$ cat config.mk
export PLATFORM = sky130hd
export DESIGN_NAME = s2_serial_receiver_flat
export DESIGN_NICKNAME = d
export VERILOG_FILES = /design/src/rtl/s2_serial_receiver_if.sv /design/src/rtl/s2_serial_receiver.sv /design/src/flat_wrapper.sv
export SDC_FILE = /design/constraint.sdc
export NUM_CORES = 1
export LEC_CHECK = 0
export CORE_MARGIN = 1
export CORE_UTILIZATION = 40
export CTS_CLUSTER_SIZE = 14
export DETAILED_ROUTE_END_ITERATION = 8
export GPL_TIMING_DRIVEN = 0
export PLACE_DENSITY = 0.71
export SETUP_SLACK_MARGIN = 0.3
export SLEW_MARGIN = 20
export SYNTH_ARGS = -nofsm -noshare
export SYNTH_HDL_FRONTEND = slang
export SYNTH_SLANG_ARGS = --single-unit
export TNS_END_PERCENT = 5
$ cat constraint.sdc
create_clock -name clk -period 2 [get_ports clk]
set_input_delay 0.4 -clock clk [delete_from_list [all_inputs] [get_ports clk]]
set_output_delay 0.4 -clock clk [all_outputs]
set_load 0.005 [all_outputs]
$ cat src/rtl/s2_serial_receiver_if.sv
// Serial link from the S1 transmitter (sen/sd) and the RB2 write port, grouped as one bundle.
// The master drives the serial pins; the slave (receiver) drives the RB2 port and done.
interface s2_serial_receiver_if #(
    parameter int ADDR_BITS = 3,
    parameter int DATA_BITS = 18
);
    logic                 sen;
    logic                 sd;
    logic                 RB2_RW;
    logic [ADDR_BITS-1:0] RB2_A;
    logic [DATA_BITS-1:0] RB2_D;
    logic                 done;

    modport master (output sen, sd, input RB2_RW, RB2_A, RB2_D, done);
    modport slave  (input sen, sd, output RB2_RW, RB2_A, RB2_D, done);
endinterface

$ cat src/rtl/s2_serial_receiver.sv
// Deserializes sen/sd frames (address then data, MSB first) into single-cycle RB2 writes.
// Raises a sticky done after NUM_WORDS complete frames; ignores the link afterwards until rst.
module s2_serial_receiver #(
    parameter int ADDR_BITS = 3,
    parameter int DATA_BITS = 18,
    parameter int NUM_WORDS = 8
) (
    input  logic                  clk,
    input  logic                  rst,
    s2_serial_receiver_if.slave   bus
);
    localparam int FRAME_LEN = ADDR_BITS + DATA_BITS;
    localparam int CNT_W     = $clog2(FRAME_LEN + 1);
    localparam int FCNT_W    = $clog2(NUM_WORDS + 1);

    typedef enum logic [2:0] {S_IDLE, S_ADDR, S_DATA, S_WRITE, S_DONE} state_e;

    state_e               state_q, state_d;
    logic [CNT_W-1:0]     cnt_q, cnt_d;
    logic [FCNT_W-1:0]    frame_cnt_q, frame_cnt_d;
    logic [ADDR_BITS-1:0] addr_sr_q, addr_sr_d;
    logic [DATA_BITS-1:0] data_sr_q, data_sr_d;
    logic                 rw_q, rw_d;
    logic [ADDR_BITS-1:0] rb2_a_q, rb2_a_d;
    logic [DATA_BITS-1:0] rb2_d_q, rb2_d_d;
    logic                 done_q, done_d;

    logic frame_full;
    logic last_word;

    assign frame_full = (cnt_q == CNT_W'(FRAME_LEN));
    assign last_word  = (frame_cnt_q == FCNT_W'(NUM_WORDS - 1));

    // NOTE: sequential state uses non-blocking assignments so every register samples pre-edge values.
    always_ff @(posedge clk or posedge rst) begin
        if (rst) begin
            state_q     <= S_IDLE;
            cnt_q       <= '0;
            frame_cnt_q <= '0;
            addr_sr_q   <= '0;
            data_sr_q   <= '0;
            rw_q        <= 1'b1;
            rb2_a_q     <= '0;
            rb2_d_q     <= '0;
            done_q      <= 1'b0;
        end else begin
            state_q     <= state_d;
            cnt_q       <= cnt_d;
            frame_cnt_q <= frame_cnt_d;
            addr_sr_q   <= addr_sr_d;
            data_sr_q   <= data_sr_d;
            rw_q        <= rw_d;
            rb2_a_q     <= rb2_a_d;
            rb2_d_q     <= rb2_d_d;
            done_q      <= done_d;
        end
    end

    always_comb begin
        state_d = state_q;
        unique case (state_q)
            S_IDLE:  if (!bus.sen) state_d = (ADDR_BITS == 1) ? S_DATA : S_ADDR;
            S_ADDR: begin
                if (bus.sen)                               state_d = S_IDLE;
                else if (cnt_q == CNT_W'(ADDR_BITS - 1))   state_d = S_DATA;
            end
            S_DATA:  if (bus.sen) state_d = frame_full ? S_WRITE : S_IDLE;
            S_WRITE: begin
                if (last_word)     state_d = S_DONE;
                else if (!bus.sen) state_d = (ADDR_BITS == 1) ? S_DATA : S_ADDR;
                else               state_d = S_IDLE;
            end
            S_DONE:  state_d = S_DONE;
            default: state_d = S_IDLE;
        endcase
    end

    // NOTE: every next-value starts from a hold/default so no path through the case infers a latch.
    always_comb begin
        cnt_d       = cnt_q;
        frame_cnt_d = frame_cnt_q;
        addr_sr_d   = addr_sr_q;
        data_sr_d   = data_sr_q;
        rw_d        = 1'b1;
        rb2_a_d     = rb2_a_q;
        rb2_d_d     = rb2_d_q;
        done_d      = done_q;
        unique case (state_q)
            S_IDLE: begin
                if (!bus.sen) begin
                    addr_sr_d = ADDR_BITS'({addr_sr_q, bus.sd});
                    cnt_d     = CNT_W'(1);
                end
            end
            S_ADDR: begin
                if (!bus.sen) begin
                    addr_sr_d = ADDR_BITS'({addr_sr_q, bus.sd});
                    cnt_d     = cnt_q + CNT_W'(1);
                end else begin
                    cnt_d = '0;
                end
            end
            S_DATA: begin
                if (!bus.sen) begin
                    // Bits past FRAME_LEN are dropped and the counter saturates.
                    if (!frame_full) begin
                        data_sr_d = DATA_BITS'({data_sr_q, bus.sd});
                        cnt_d     = cnt_q + CNT_W'(1);
                    end
                end else begin
                    cnt_d = '0;
                    if (frame_full) begin
                        rw_d    = 1'b0;
                        rb2_a_d = addr_sr_q;
                        rb2_d_d = data_sr_q;
                    end
                end
            end
            S_WRITE: begin
                frame_cnt_d = frame_cnt_q + FCNT_W'(1);
                cnt_d       = '0;
                if (last_word) begin
                    done_d = 1'b1;
                end else if (!bus.sen) begin
                    // Back-to-back frame: this edge carries the next frame's first address bit.
                    addr_sr_d = ADDR_BITS'({addr_sr_q, bus.sd});
                    cnt_d     = CNT_W'(1);
                end
            end
            default: ;
        endcase
    end

    assign bus.RB2_RW = rw_q;
    assign bus.RB2_A  = rb2_a_q;
    assign bus.RB2_D  = rb2_d_q;
    assign bus.done   = done_q;
endmodule

$ cat src/flat_wrapper.sv
// flat-port wrapper written by rule: the top's interface ports become plain ports
module s2_serial_receiver_flat 
#(
    parameter int ADDR_BITS = 3,
    parameter int DATA_BITS = 18,
    parameter int NUM_WORDS = 8
)
  (clk, rst, bus_sen, bus_sd, bus_RB2_RW, bus_RB2_A, bus_RB2_D, bus_done);
  s2_serial_receiver_if #(.ADDR_BITS(ADDR_BITS), .DATA_BITS(DATA_BITS)) bus_i ();
  input  logic clk;
  input  logic rst;
  input wire logic [$bits(bus_i.sen)-1:0] bus_sen;
  input wire logic [$bits(bus_i.sd)-1:0] bus_sd;
  output wire logic [$bits(bus_i.RB2_RW)-1:0] bus_RB2_RW;
  output wire logic [$bits(bus_i.RB2_A)-1:0] bus_RB2_A;
  output wire logic [$bits(bus_i.RB2_D)-1:0] bus_RB2_D;
  output wire logic [$bits(bus_i.done)-1:0] bus_done;
  assign bus_i.sen = bus_sen;
  assign bus_i.sd = bus_sd;
  assign bus_RB2_RW = bus_i.RB2_RW;
  assign bus_RB2_A = bus_i.RB2_A;
  assign bus_RB2_D = bus_i.RB2_D;
  assign bus_done = bus_i.done;
  s2_serial_receiver #(.ADDR_BITS(ADDR_BITS), .DATA_BITS(DATA_BITS), .NUM_WORDS(NUM_WORDS)) u_core (.clk(clk), .rst(rst), .bus(bus_i));
endmodule
=== Yosys cells after proc, flatten, opt, wreduce, memory -nomap -nowiden ===
Index checks and enable logic that the tools add are counted.

* Output and inout bits: 23
* Word-level logic and storage cells: 56
* Register bits after elaboration: 56

* Equality and inequality tests: 12
* Bitwise logic cells: 2
* $add $sub $neg: 2
* Reduce and logical (&&, ||, !) cells: 10
* Mux-type cells: 21

{| class="wikitable"
|+ Operators by type and width
! kind !! count
|-
| two-way mux 5 bit || 5
|-
| two-way mux 3 bit || 7
|-
| one-hot mux 5 bit (4 select lines) || 1
|-
| one-hot mux 3 bit (5 select lines) || 1
|-
| AND reduction 3 bit || 4
|-
| == test 3 x 2 -> 1 bit (second input constant) || 2
|-
| inequality test 2 bit (second input constant) || 3
|-
| one-hot mux 3 bit (2 select lines) || 1
|-
| adder 5 x 1 -> 5 bit (second input constant) || 1
|-
| == test 5 x 2 -> 1 bit (second input constant) || 1
|-
| == test 5 bit (second input constant) || 1
|-
| two-way mux 1 bit || 5
|-
| adder 4 x 1 -> 4 bit (second input constant) || 1
|-
| == test 4 x 3 -> 1 bit (second input constant) || 1
|-
| AND reduction 2 bit || 2
|-
| nonzero test 4 bit || 1
|-
| == test 3 x 1 -> 1 bit (second input constant) || 1
|-
| == test 3 bit (second input constant) || 1
|-
| logical NOT 3 bit || 1
|-
| inequality test 3 x 2 -> 1 bit (second input constant) || 1
|-
| inequality test 3 bit (second input constant) || 1
|-
| two-way mux 2 bit || 1
|-
| NOT 1 bit || 2
|-
| nonzero test 2 bit || 1
|-
| OR reduction 2 bit || 1
|}

=== Logic depth before layout (Yosys ltp) ===
* Depth in word-level cells: 4
* Gate-level depth with buffers: 6
* Gate-level depth less buffers: 6

=== Least setup slack after synthesis ===
OpenSTA, ideal clock, no wires.

* Path kind: register to register
* From: reg u_core.cnt_q[0]
* To: reg u_core.cnt_q[4]
* Path slack: 281 ps
* Library setup time: 121 ps
* Period minus slack after synthesis: 1,719 ps
* Stages on the path, launching flop included: 6
* Required time: 1,879 ps
* Path buffers: 0
* Arrival time: 1,598 ps
* Cell sequence: dfrtp_1 -> ha_1 -> and4b_4 -> a221o_2 -> a21o_1 -> a22o_1

* Cells in the longest elaborated chain, start to end: 4

{| class="wikitable"
|+ Ends and longest elaborated chain
! element !! RTL line !! source
|-
| start, declared || s2_serial_receiver.sv:19 || <nowiki>logic [CNT_W-1:0] cnt_q, cnt_d;</nowiki>
|-
| start signal, assigned || s2_serial_receiver.sv:48 || <nowiki>cnt_q <= cnt_d;</nowiki>
|-
| adder 5 x 1 -> 5 bit || s2_serial_receiver.sv:98, s2_serial_receiver.sv:108 ||
|-
| two-way mux 5 bit || s2_serial_receiver.sv:106 || <nowiki>if (!frame_full) begin</nowiki>
|-
| two-way mux 5 bit || s2_serial_receiver.sv:104 || <nowiki>if (!bus.sen) begin</nowiki>
|-
| one-hot mux 5 bit (4 select lines) || s2_serial_receiver.sv:88 || <nowiki>unique case (state_q)</nowiki>
|}

Parallel ways exist; a longest one is shown, timed or not. The select of a mux whose other input is x is not followed.
A chain may end at the register's enable or synchronous reset.

=== Worst setup path in the final report ===
* From: in bus_sen
* To: reg u_core.cnt_q[3]

* Cells in the longest elaborated chain, start to end: 2

{| class="wikitable"
|+ Ends and longest elaborated chain
! element !! RTL line !! source
|-
| start, declared || flat_wrapper.sv:12 || <nowiki>input wire logic [$bits(bus_i.sen)-1:0] bus_sen;</nowiki>
|-
| two-way mux 5 bit, or another cell as far along || s2_serial_receiver.sv:104 ||
|-
| one-hot mux 5 bit (4 select lines) or AND reduction 3 bit (tied branches) || - ||
|}

Parallel ways exist; a longest one is shown, timed or not.

==> Flow_metrics.wiki <==
{| class="wikitable"
! Metric !! Value
|-
| Arrival time at the worst endpoint || 1.95 ns
|-
| Worst skew pair latency || 0.30 ns
|-
| Count of buffers from port buffering || 26
|-
| Vias in the first global route || 1330
|-
| Total non-filler cell area in the finished layout || 2920 um2
|-
| Clock tree root buffer cell || sky130_fd_sc_hd__clkbuf_8
|-
| Number of max-cap violations || 0
|-
| Avg Inst Size Synth || 13.7 um2
|-
| Crit-path max FO || 10
|-
| CTS H-tree depth || 2
|-
| Result of the run || finished clean
|-
| Floorplan core area || 5610 um2
|-
| Final hold viol count || 0
|-
| Final count of pins violating max slew || 0
|-
| Number of storage elements in the synthesis netlist || 56
|-
| Number of flops mapped to enable cells by yosys || 0
|-
| Final estimated routing congestion in global placement || 0.777
|-
| Synthesized net count || 180
|-
| Least-Margin Pin Slew || 0.522 ns
|-
| Leftover overflow at the end of global routing || 0
|-
| Most used DFF post-synth || sky130_fd_sc_hd__dfrtp_1
|-
| Global routing usage summed across all routing layers || 13.4%
|-
| Post-layout power || 0.00227 W
|-
| Post-Syn Instances || 172
|-
| Total Die Area || 6220 um2
|-
| Placed cell area || 2740 um2
|-
| Relative max-transition margin || 65.1%
|-
| Post-layout min period || 1.73 ns
|-
| Area of all sequential standard cells || 1400 um2
|-
| Sequential cell area fraction in the yosys report || 59.3%
|-
| Clock tree buffer depth || 2
|-
| Floorplan die height || 78.9 um
|-
| Distinct cell type count after synthesis || 36
|-
| Fmax || 579 MHz
|-
| P per Cell Area || 777 nW/um2
|-
| Global-route wire length before repair || 6440 um
|-
| Static Leak || 1.46 nW
|-
| First-pass detailed-route iteration total || 4
|-
| Num ports || 27
|-
| DP Cell Count || 271
|-
| Netlist area before placement || 2360 um2
|-
| Worst vdd ir || 0.436 mV
|-
| Clock tree from TritonCTS || done
|-
| Number of remaining DRC errors || 0
|-
| Average via count per standard cell || 4.97
|-
| Post-Route Skew || 0.00528 ns
|-
| Hold WC Path Type || reg -> reg
|-
| Finished Core Util || 52.1%
|-
| Fill count || 506
|-
| Startpoint kind of the worst setup timing path || input port
|-
| Fin nets || 218
|-
| Total area of multi-input combinational cells || 935 um2
|-
| Effective utilization at floorplan || 42.1%
|-
| Unrepaired setup endpoints after global routing || true
|-
| Fraction of layout cells with a size suffix above 1 || 35.1%
|-
| Setup tns final || 0 ns
|-
| Initial antenna violation count || 0
|-
| Detailed-route via count || 1407
|-
| Detail Placement HPWL || 2590 um
|-
| DIE WIDTH || 78.9 um
|-
| Drt initial violations || 45
|-
| P&R area growth vs syn || 23.6%
|-
| FFs w/ async S/R, synth || 100%
|-
| Ratio of final minimum period to clock period || 86.3%
|-
| Number of sinks handled by clock tree synthesis || 56
|-
| Antenna diode instance count || 0
|-
| Number of placement rows || 27
|-
| Final setup violation count || 0
|-
| Final cell count without fillers || 283
|-
| Type of the worst setup path || in -> reg
|-
| Pin count of the biggest net entering global routing || 35
|-
| Number of CTS-inserted buffers || 5
|-
| Routed length per instance || 13.5 um
|-
| Data required, critical path || 2.23 ns
|-
| Clock Pin Slew Worst Setup and Hold Paths || 0.09 ns
|-
| Overall routed net length || 3820 um
|-
| Count of yosys warnings during synthesis || 0
|-
| Residual antenna-violating net count after detailed routing || 0
|-
| Crit end category || register
|}
## path summary, 6_finish.rpt
path                                          endpoint  slack [ns]                         from  cells past startpoint
max in group asynchronous  u_core.bus.RB2_RW$_DFF_PP1_        0.92                          rst                      3
setup reg to reg           u_core.cnt_q[3]$_DFFE_PP0P_        0.28  u_core.cnt_q[1]$_DFFE_PP0P_                      7
hold reg to reg            u_core.bus.done$_DFFE_PP0P_        0.48  u_core.bus.done$_DFFE_PP0P_                      1
min in group asynchronous  u_core.cnt_q[0]$_DFFE_PP0P_        0.49                          rst                      2
hold / removal             u_core.bus.done$_DFFE_PP0P_        0.48  u_core.bus.done$_DFFE_PP0P_                      1
setup / recovery           u_core.cnt_q[3]$_DFFE_PP0P_        0.27                      bus_sen                      6
## synth_stat cells, types with 2 or more instances
cell                       number  area share (%)
sky130_fd_sc_hd__nand3_1        3            0.64
sky130_fd_sc_hd__buf_2          3            0.64
sky130_fd_sc_hd__a21o_1         3            0.95
sky130_fd_sc_hd__nor3b_1        2            0.64
sky130_fd_sc_hd__nand2_1        8             1.3
sky130_fd_sc_hd__o21ai_0        4            0.85
sky130_fd_sc_hd__a21oi_1        3            0.64
sky130_fd_sc_hd__ha_1           4             2.1
sky130_fd_sc_hd__xnor2_1        4             1.5
sky130_fd_sc_hd__dfrtp_1       55              58
sky130_fd_sc_hd__nor2_1         8             1.3
sky130_fd_sc_hd__clkbuf_1       2            0.32
sky130_fd_sc_hd__nor3_1         2            0.42
sky130_fd_sc_hd__inv_1          6            0.95
sky130_fd_sc_hd__a22o_1         2            0.74
sky130_fd_sc_hd__mux2_2        42              20
sky130_fd_sc_hd__or2_2          2            0.53
## power breakdown
group	switching, W	leakage, nW	internal, W
Combinational	0.000178	0.648	0.000182
Sequential	0.0000603	0.764	0.00120
Clock	0.000331	0.0515	0.000317
Total	0.000569	1.46	0.00170
## flip-flops by register name, indices dropped and copies added, names as in the netlist
name / count
u_core.data_sr_q: 18
u_core.frame_cnt_q: 4
u_core.cnt_q: 5
u_core.bus.RB2_RW: 1
u_core.bus.RB2_A: 3
u_core.state_q: 3
u_core.bus.done: 1
u_core.bus.RB2_D: 18
u_core.addr_sr_q: 3
## cell usage in the layout, fill, tap and decap left out, drive strengths merged, types with 2 or more instances in the layout
cell | synthesis | layout
a21o | 3 | 3
a21oi | 3 | 3
a22o | 2 | 2
buf | 5 | 11
clkbuf | 2 | 9
clkdlybuf4s50 | 0 | 26
dfrtp | 55 | 55
ha | 4 | 4
inv | 6 | 5
mux2 | 42 | 42
nand2 | 8 | 8
nand3 | 4 | 4
nand4b | 2 | 2
nor2 | 8 | 8
nor3 | 2 | 2
nor3b | 2 | 2
o21ai | 4 | 4
or2 | 2 | 2
xnor2 | 4 | 4
## layer usage
| layer | vias up | track usage, % | share of wire (%) |
|---|---|---|---|
| li1 | 687 | - | - |
| met1 | 692 | 19.4 | 49 |
| met2 | 24 | 19.6 | 47 |
| met3 | 4 | 3.33 | 3.4 |
| met4 | 0 | 4.91 | 1.1 |
| met5 | - | 0 | 0 |
## worst max-delay path, stage by stage
cell	delay (ns)
sky130_fd_sc_hd__clkdlybuf4s50_1	0.48
sky130_fd_sc_hd__buf_2	0.22
sky130_fd_sc_hd__a221o_2	0.44
sky130_fd_sc_hd__buf_4	0.17
sky130_fd_sc_hd__nand3b_1	0.14
sky130_fd_sc_hd__o21ai_1	0.10
## logic make-up after synthesis
logic type / share of synthesized area, %
fa+ha+maj: 2.12
mux: 20.4
buf+inv: 2.70
compound gates: 5.24
simple gates: 8.68
flops: 59.3
xor+xnor: 1.48
## stage by stage
stage	setup WS, ns	hold slack, ns
after detailed placement	-0.201	0.459
after global routing	0.208	0.491
final	0.274	0.480
after CTS	0.182	0.480
after floorplan	0.281	0.438
after global placement	-0.166	0.452
## final cells by class
class                      count  area share (%)
inverter                       6           0.900
multi-input combinational    103            32.0
timing repair buffer          31            10.6
tap                           72            3.08
sequential                    56            48.0
clock buffer                   8            3.43
buffer                         7            1.93
## repair_timing
item | in CTS | in global routing
gates cloned | 0 | 0
pin swaps | 0 | 2
resized for setup | 2 | 15
setup endpoints to repair | 30 | 41
buffers inserted | 1 | 3
hold buffers | 0 | 0
Note: power is estimated with default switching activity, not from simulation.
